===== config.mk =====
export PLATFORM = sky130hd
export DESIGN_NAME = jtag_tap_param
export DESIGN_NICKNAME = d
export VERILOG_FILES = /design/src/rtl/jtag_tap_param.sv
export SDC_FILE = /design/constraint.sdc
export NUM_CORES = 1
export LEC_CHECK = 0
export BUFFER_PORTS_ARGS = -buffer_cell sky130_fd_sc_hd__buf_2
export CORE_ASPECT_RATIO = 0.75
export CORE_MARGIN = 1
export CORE_UTILIZATION = 38
export DETAILED_ROUTE_END_ITERATION = 10
export PLACE_DENSITY = 0.62
export SYNTH_ARGS = -nofsm -noshare
export SYNTH_HDL_FRONTEND = slang
export SYNTH_SLANG_ARGS = --single-unit

===== constraint.sdc =====
create_clock -name TCK -period 6.2 [get_ports TCK]
set_clock_uncertainty 0.1 [all_clocks]
set_input_delay 0.62 -clock TCK [delete_from_list [all_inputs] [get_ports TCK]]
set_output_delay 0.62 -clock TCK [all_outputs]
set_load 0.005 [all_outputs]

===== src/rtl/jtag_tap_param.sv =====
// IEEE 1149.1 TAP controller: 16-state TCK FSM, IR_WIDTH instruction register,
// BYPASS / IDCODE / USER data registers with parallel capture and update.
module jtag_tap_param #(
    parameter int unsigned IR_WIDTH     = 4,
    parameter int unsigned DR_WIDTH     = 8,
    parameter logic [31:0] IDCODE_VAL   = 32'h1234_5679,
    parameter int unsigned IDCODE_INSTR = 1,
    parameter int unsigned USER_INSTR   = 2
) (
    input  logic                TCK,
    input  logic                TRST,
    input  logic                TMS,
    input  logic                TDI,
    output logic                TDO,
    output logic                TDO_EN,
    output logic [3:0]          tap_state,
    output logic [IR_WIDTH-1:0] ir_out,
    input  logic [DR_WIDTH-1:0] dr_in,
    output logic [DR_WIDTH-1:0] dr_out,
    output logic                dr_update
);

    // state | meaning
    // TLR   | test-logic-reset (F)     RTI   | run-test/idle (C)
    // SELDR | select-DR scan (7)       SELIR | select-IR scan (4)
    // CAPDR | capture-DR (6)           CAPIR | capture-IR (E)
    // SHDR  | shift-DR (2)             SHIR  | shift-IR (A)
    // EX1DR | exit1-DR (1)             EX1IR | exit1-IR (9)
    // PAUDR | pause-DR (3)             PAUIR | pause-IR (B)
    // EX2DR | exit2-DR (0)             EX2IR | exit2-IR (8)
    // UPDDR | update-DR (5)            UPDIR | update-IR (D)
    typedef enum logic [3:0] {
        EX2DR = 4'h0, EX1DR = 4'h1, SHDR  = 4'h2, PAUDR = 4'h3,
        SELIR = 4'h4, UPDDR = 4'h5, CAPDR = 4'h6, SELDR = 4'h7,
        EX2IR = 4'h8, EX1IR = 4'h9, SHIR  = 4'hA, PAUIR = 4'hB,
        RTI   = 4'hC, UPDIR = 4'hD, CAPIR = 4'hE, TLR   = 4'hF
    } state_e;

    localparam logic [IR_WIDTH-1:0] IR_IDCODE  = IR_WIDTH'(IDCODE_INSTR);
    localparam logic [IR_WIDTH-1:0] IR_USER    = IR_WIDTH'(USER_INSTR);
    localparam logic [IR_WIDTH-1:0] IR_CAPTURE = IR_WIDTH'(1);
    localparam logic [IR_WIDTH-1:0] IR_ONES    = '1;

    state_e state_q, state_d;

    logic [IR_WIDTH-1:0] ir_sr_q, ir_sr_d;
    logic [IR_WIDTH-1:0] ir_q, ir_d;
    logic                byp_q, byp_d;
    logic [31:0]         id_sr_q, id_sr_d;
    logic [DR_WIDTH-1:0] user_sr_q, user_sr_d;
    logic [DR_WIDTH-1:0] dr_out_q, dr_out_d;
    logic                tdo_q, tdo_d;
    logic                tdo_en_q, tdo_en_d;

    logic in_tlr, cap_ir, sh_ir, upd_ir, cap_dr, sh_dr, upd_dr;
    logic sel_idcode, sel_user, sel_bypass;
    logic tdo_bit;

    always_ff @(posedge TCK or negedge TRST) begin
        if (!TRST) state_q <= TLR;
        else       state_q <= state_d;
    end

    always_comb begin
        state_d = state_q;
        case (state_q)
            TLR:   state_d = TMS ? TLR   : RTI;
            RTI:   state_d = TMS ? SELDR : RTI;
            SELDR: state_d = TMS ? SELIR : CAPDR;
            CAPDR: state_d = TMS ? EX1DR : SHDR;
            SHDR:  state_d = TMS ? EX1DR : SHDR;
            EX1DR: state_d = TMS ? UPDDR : PAUDR;
            PAUDR: state_d = TMS ? EX2DR : PAUDR;
            EX2DR: state_d = TMS ? UPDDR : SHDR;
            UPDDR: state_d = TMS ? SELDR : RTI;
            SELIR: state_d = TMS ? TLR   : CAPIR;
            CAPIR: state_d = TMS ? EX1IR : SHIR;
            SHIR:  state_d = TMS ? EX1IR : SHIR;
            EX1IR: state_d = TMS ? UPDIR : PAUIR;
            PAUIR: state_d = TMS ? EX2IR : PAUIR;
            EX2IR: state_d = TMS ? UPDIR : SHIR;
            UPDIR: state_d = TMS ? SELDR : RTI;
            default: state_d = TLR;
        endcase
    end

    always_comb begin
        in_tlr    = (state_q == TLR);
        cap_ir    = (state_q == CAPIR);
        sh_ir     = (state_q == SHIR);
        upd_ir    = (state_q == UPDIR);
        cap_dr    = (state_q == CAPDR);
        sh_dr     = (state_q == SHDR);
        upd_dr    = (state_q == UPDDR);
        dr_update = upd_dr && sel_user;
    end

    // All-ones always means BYPASS; IDCODE wins if both opcodes coincide.
    always_comb begin
        sel_idcode = (ir_q != IR_ONES) && (ir_q == IR_IDCODE);
        sel_user   = (ir_q != IR_ONES) && (ir_q == IR_USER) && !sel_idcode;
        sel_bypass = !sel_idcode && !sel_user;
    end

    always_comb begin
        ir_sr_d   = ir_sr_q;
        ir_d      = ir_q;
        byp_d     = byp_q;
        id_sr_d   = id_sr_q;
        user_sr_d = user_sr_q;
        dr_out_d  = dr_out_q;
        if (in_tlr) begin
            ir_sr_d  = IR_IDCODE;
            ir_d     = IR_IDCODE;
            dr_out_d = '0;
        end else begin
            if (cap_ir) ir_sr_d = IR_CAPTURE;
            if (sh_ir)  ir_sr_d = {TDI, ir_sr_q[IR_WIDTH-1:1]};
            if (upd_ir) ir_d    = ir_sr_q;
            if (cap_dr) begin
                if (sel_bypass) byp_d     = 1'b0;
                if (sel_idcode) id_sr_d   = IDCODE_VAL;
                if (sel_user)   user_sr_d = dr_in;
            end
            if (sh_dr) begin
                if (sel_bypass) byp_d     = TDI;
                if (sel_idcode) id_sr_d   = {TDI, id_sr_q[31:1]};
                // Concatenate-and-shift keeps DR_WIDTH==1 legal.
                if (sel_user)   user_sr_d = DR_WIDTH'({TDI, user_sr_q} >> 1);
            end
            if (dr_update) dr_out_d = user_sr_q;
        end
    end

    always_ff @(posedge TCK or negedge TRST) begin
        if (!TRST) begin
            ir_sr_q   <= IR_IDCODE;
            ir_q      <= IR_IDCODE;
            byp_q     <= 1'b0;
            id_sr_q   <= '0;
            user_sr_q <= '0;
            dr_out_q  <= '0;
        end else begin
            ir_sr_q   <= ir_sr_d;
            ir_q      <= ir_d;
            byp_q     <= byp_d;
            id_sr_q   <= id_sr_d;
            user_sr_q <= user_sr_d;
            dr_out_q  <= dr_out_d;
        end
    end

    always_comb begin
        if (sh_ir)           tdo_bit = ir_sr_q[0];
        else if (sel_idcode) tdo_bit = id_sr_q[0];
        else if (sel_user)   tdo_bit = user_sr_q[0];
        else                 tdo_bit = byp_q;
    end

    always_comb begin
        tdo_d    = tdo_q;
        tdo_en_d = 1'b0;
        if (in_tlr) begin
            tdo_d = 1'b0;
        end else if (sh_ir || sh_dr) begin
            tdo_d    = tdo_bit;
            tdo_en_d = 1'b1;
        end
    end

    // TDO launches on the falling edge so the board samples it on the next rise.
    always_ff @(negedge TCK or negedge TRST) begin
        if (!TRST) begin
            tdo_q    <= 1'b0;
            tdo_en_q <= 1'b0;
        end else begin
            tdo_q    <= tdo_d;
            tdo_en_q <= tdo_en_d;
        end
    end

    assign TDO       = tdo_q;
    assign TDO_EN    = tdo_en_q;
    assign tap_state = state_q;
    assign ir_out    = ir_q;
    assign dr_out    = dr_out_q;

endmodule


* Word-level counts from Yosys, hierarchy flattened *
Cells that the tools add are included.

cells by class
  mux-type cells = 39
  reduce and logical (&&, ||, !) cells = 16
  equality and inequality tests = 18

operators with widths
  kind                                           count
  two-way mux 32 bit                             4
  two-way mux 8 bit                              6
  one-hot mux 4 bit (12 select lines)            1
  == test 4 bit, second input constant           8
  two-way mux 4 bit                              6
  == test 4 x 3 -> 1 bit, second input constant  4
  == test 4 x 2 -> 1 bit, second input constant  3
  two-way mux 1 bit                              12
  two-way mux 2 bit                              6
  two-way mux 3 bit                              4
  == test 4 x 1 -> 1 bit, second input constant  2
  nonzero test 2 bit                             3
  logical AND 1 bit                              5
  zero test 4 bit                                1
  inequality test 4 bit, second input constant   1
  OR reduction 2 bit                             2
  nonzero test 3 bit                             1
  OR reduction 3 bit                             1
  zero test 1 bit                                2
  logical OR 1 bit                               1

word-level totals
  output and inout bits = 19
  logic and storage cells = 82
  input port bits = 12
  bits in registers = 63

* Depth between registers and ports, before layout *
  depth after elaboration = 10
  depth in mapped cells = 6
  mapped depth without buffers = 3

==> run_results.csv <==
group,metric,value,unit
routing,drt-total-wl,6200,µm
synth,ys_seq_elements,63,
sta,finalSetupViolations,0,
clocking,clock_sinks,63,
synth,synth_area_leaders,"dfrtp_1, mux2i_1, dfstp_2",
placement,place_congestion,0.797,
critical_path,cp-start-kind,"register",
sta,finalHoldViolations,0,
layout,num-nets-final,307,
sta,timing_max_transition_violations_final,0,
floorplan,rows,27,
synth,netlist_instances,271,
layout,antenna_cells_inserted,0,
floorplan,die_y,78.4,µm
synth,synth_cell_types,43,
sta,max_slew_margin_vs_limit,0.278,
synth,sequential_share_of_the_synthesized_area,0.536,
routing,firstDrtPassIters,4,
synth,yosys.area_share.simple,0.136,
clocking,post_cts.repair.setup_buffers,0,
sta,tightest_slew,1080,ps
routing,remaining_drc_errors,0,
sta,rsz0062_at_grt,"no",
run_status,status,"completed",
synth,synth_adder_area_share,0,
job,maxCapViolations,0,
synth,dominant_cell_by_count_in_the_synthesized_netlist,"dfrtp_1",
layout,final_cell_area,3320,µm²
floorplan,die_w,104,µm
synth,synth.top_cells.by_count,"dfrtp_1, inv_1, nand2_1, mux2i_1, o21ai_0",
floorplan,dieArea,8140,µm²
routing,drt_iter0_drc,163,
placement,buffer_ports.inserted,30,
grt,grt_first_pass_wirelength,10300,µm
clocking,clkSlewWorstSetupHoldPaths,60,ps
layout,areaGrowthSynthToFinish,12.2,%
critical_path,setup_slack_of_the_most_critical_reg_to_reg_path,1310,ps
synth,yosysTopAreaCell,"dfrtp_1",
synth,synth_mux_area_frac,0.0826,
routing,dr_total_vias,2057,
pwr,power_per_cell_area,449,nW/µm²
critical_path,critical_path_class,"register to register",
critical_path,crit_path_max_fanout,8,
routing,route.detailed.vias_per_inst,5.13,
layout,fin_cells,401,
synth,synth_area_per_cell,10.9,µm²
routing,drtAntennaViolNets,0,
placement,placedCellCount,385,
clocking,clk_path_buf_depth,2,
placement,placed_standard_cell_area,3150,µm²
grt,grt_total_ovfl,0,
layout,drive_above_1_share,0.200,
clocking,post_cts_resize_count,0,
grt,maximum_number_of_pins_on_one_net_before_global_route_repair,50,
clocking,cts_inserted_buffers,9,
synth,yosysTopAreaCellShare,0.466,
layout,final_util,0.446,
pwr,power.leakage,1.38,nW
synth,cell_area_after_synthesis,2960,µm²
floorplan,design.core.area,7430,µm²
critical_path,timing.critical_path.to_type,"register",
synth,postSynth.topFlopCell,"dfrtp_1",
min_path,hold_path_class,"input pin to asynchronous set/reset pin",
synth,complex_gate_fraction_of_the_synthesized_area,0.171,
clocking,post_cts_hold_buffer_count,0,
clocking,tritoncts,"yes",
routing,route.detailed.wl_per_inst,15.5,µm
floorplan,floorplan.io_pins,31,
synth,combinational_family_with_the_most_area_after_synthesis,"compound AO/OA/AOI/OAI gates",
critical_path,crit_required,3310,ps
synth,synth_enable_flop_cells,0,
grt,antenna_found_initial,0,
clocking,htree_num_levels,3,
sta,setup_tns,0,ps
synth,syn-num-nets,283,
clocking,cts_root_buffer,"clkbuf_8",
pwr,vdd_ir_drop_max,0.000116,V
synth,postSynth.asyncResetShare,1.00,
grt,gr-usage-all-layers,0.165,
critical_path,data_arrival_time_of_the_critical_path,2000,ps
grt,first_global_vias,1931,
placement,place_hpwl,4080,µm
synth,xor_xnor_share_of_the_synthesized_area,0.00296,
synth,syn_warnings,0,
clocking,worst_skew_pair.late_latency,330,ps
floorplan,initial_utilization,0.398,
cell type report:
type | instances | area [µm²]
multi-input combinational | 162 | 1170
clock inverter | 2 | 10.0
tap | 101 | 126
timing repair buffer | 34 | 180
clock buffer | 14 | 153
fill | 722 | 4120
sequential | 63 | 1580
inverter | 25 | 93.8
cells by family after synthesis:
group / count (synthesis)
AO/OA/AOI/OAI: 73
XOR/XNOR: 1
buffers and inverters: 46
flip-flops: 63
multiplexers: 24
AND/OR/NAND/NOR: 64
report_power, final:
| part | internal (mW) | total [mW] | switching [mW] | leakage, nW |
|---|---|---|---|---|
| Combinational | 0.235 | 0.449 | 0.214 | 0.557 |
| Clock | 0.155 | 0.301 | 0.145 | 0.0844 |
| Sequential | 0.563 | 0.739 | 0.176 | 0.738 |
layout by cell type (no fill, tap or decap), drive strengths merged:
cell     synthesis  routed
a211o            1       1
a21o             1       1
a21oi           14      14
a22o             5       5
a311oi           1       1
a31oi            9       9
and2             1       1
and3b            1       1
and4b            1       1
buf              8      34
clkbuf          13      14
clkinv           0       2
dfrtn            2       2
dfrtp           55      55
dfstp            6       6
inv             25      25
mux2             3       3
mux2i           21      21
nand2           23      23
nand2b           3       3
nand3            3       3
nand4b           8       8
nor2             5       5
nor2b            3       3
nor3             3       3
nor3b            3       3
nor4             1       1
nor4b            3       3
o21ai           16      16
o21ba            1       1
o22a            13      13
o2bb2ai          3       3
o311a            1       1
o311ai           8       8
or3              3       3
or3b             3       3
xor2             1       1
path summary, 6_finish.rpt:
| check | from | endpoint | cells after the start |
|---|---|---|---|
| max | ir_out[0] | TDO | 3 |
| min | TRST | dr_out[5] | 1 |
| max reg2reg | ir_out[0] | TDO | 3 |
| min reg2reg | ir_sr_q[0] | ir_sr_q[0] | 2 |
| max in group asynchronous | TRST | TDO | 1 |
| min in group TCK | ir_sr_q[0] | ir_sr_q[0] | 2 |
metal layers:
layer / part of all wire / GRT usage / wire length (µm)
met5: 0 / 0 / 0
met4: 0.00097 / 0.0514 / 6
met3: 0.049 / 0.0573 / 306
met2: 0.42 / 0.218 / 2590
met1: 0.53 / 0.249 / 3300
per-stage QoR:
| step | power [mW] | worst slack, ps | hold slack [ps] |
|---|---|---|---|
| finish | 1.49 | 1310 | 108 |
| global route | 1.60 | 1180 | 115 |
| CTS | 1.50 | 1300 | 107 |
| detailed placement | 1.19 | 1360 | 370 |
| global placement | 1.18 | 1410 | 366 |
| floorplan | 1.05 | 1410 | 224 |
critical path, stage by stage, from the launching register on:
cell      delay, ps
dfstp_2         620
or3b_4          450
a211o_1         320
a311oi_1        280
Power figures use the tool's default switching activity.
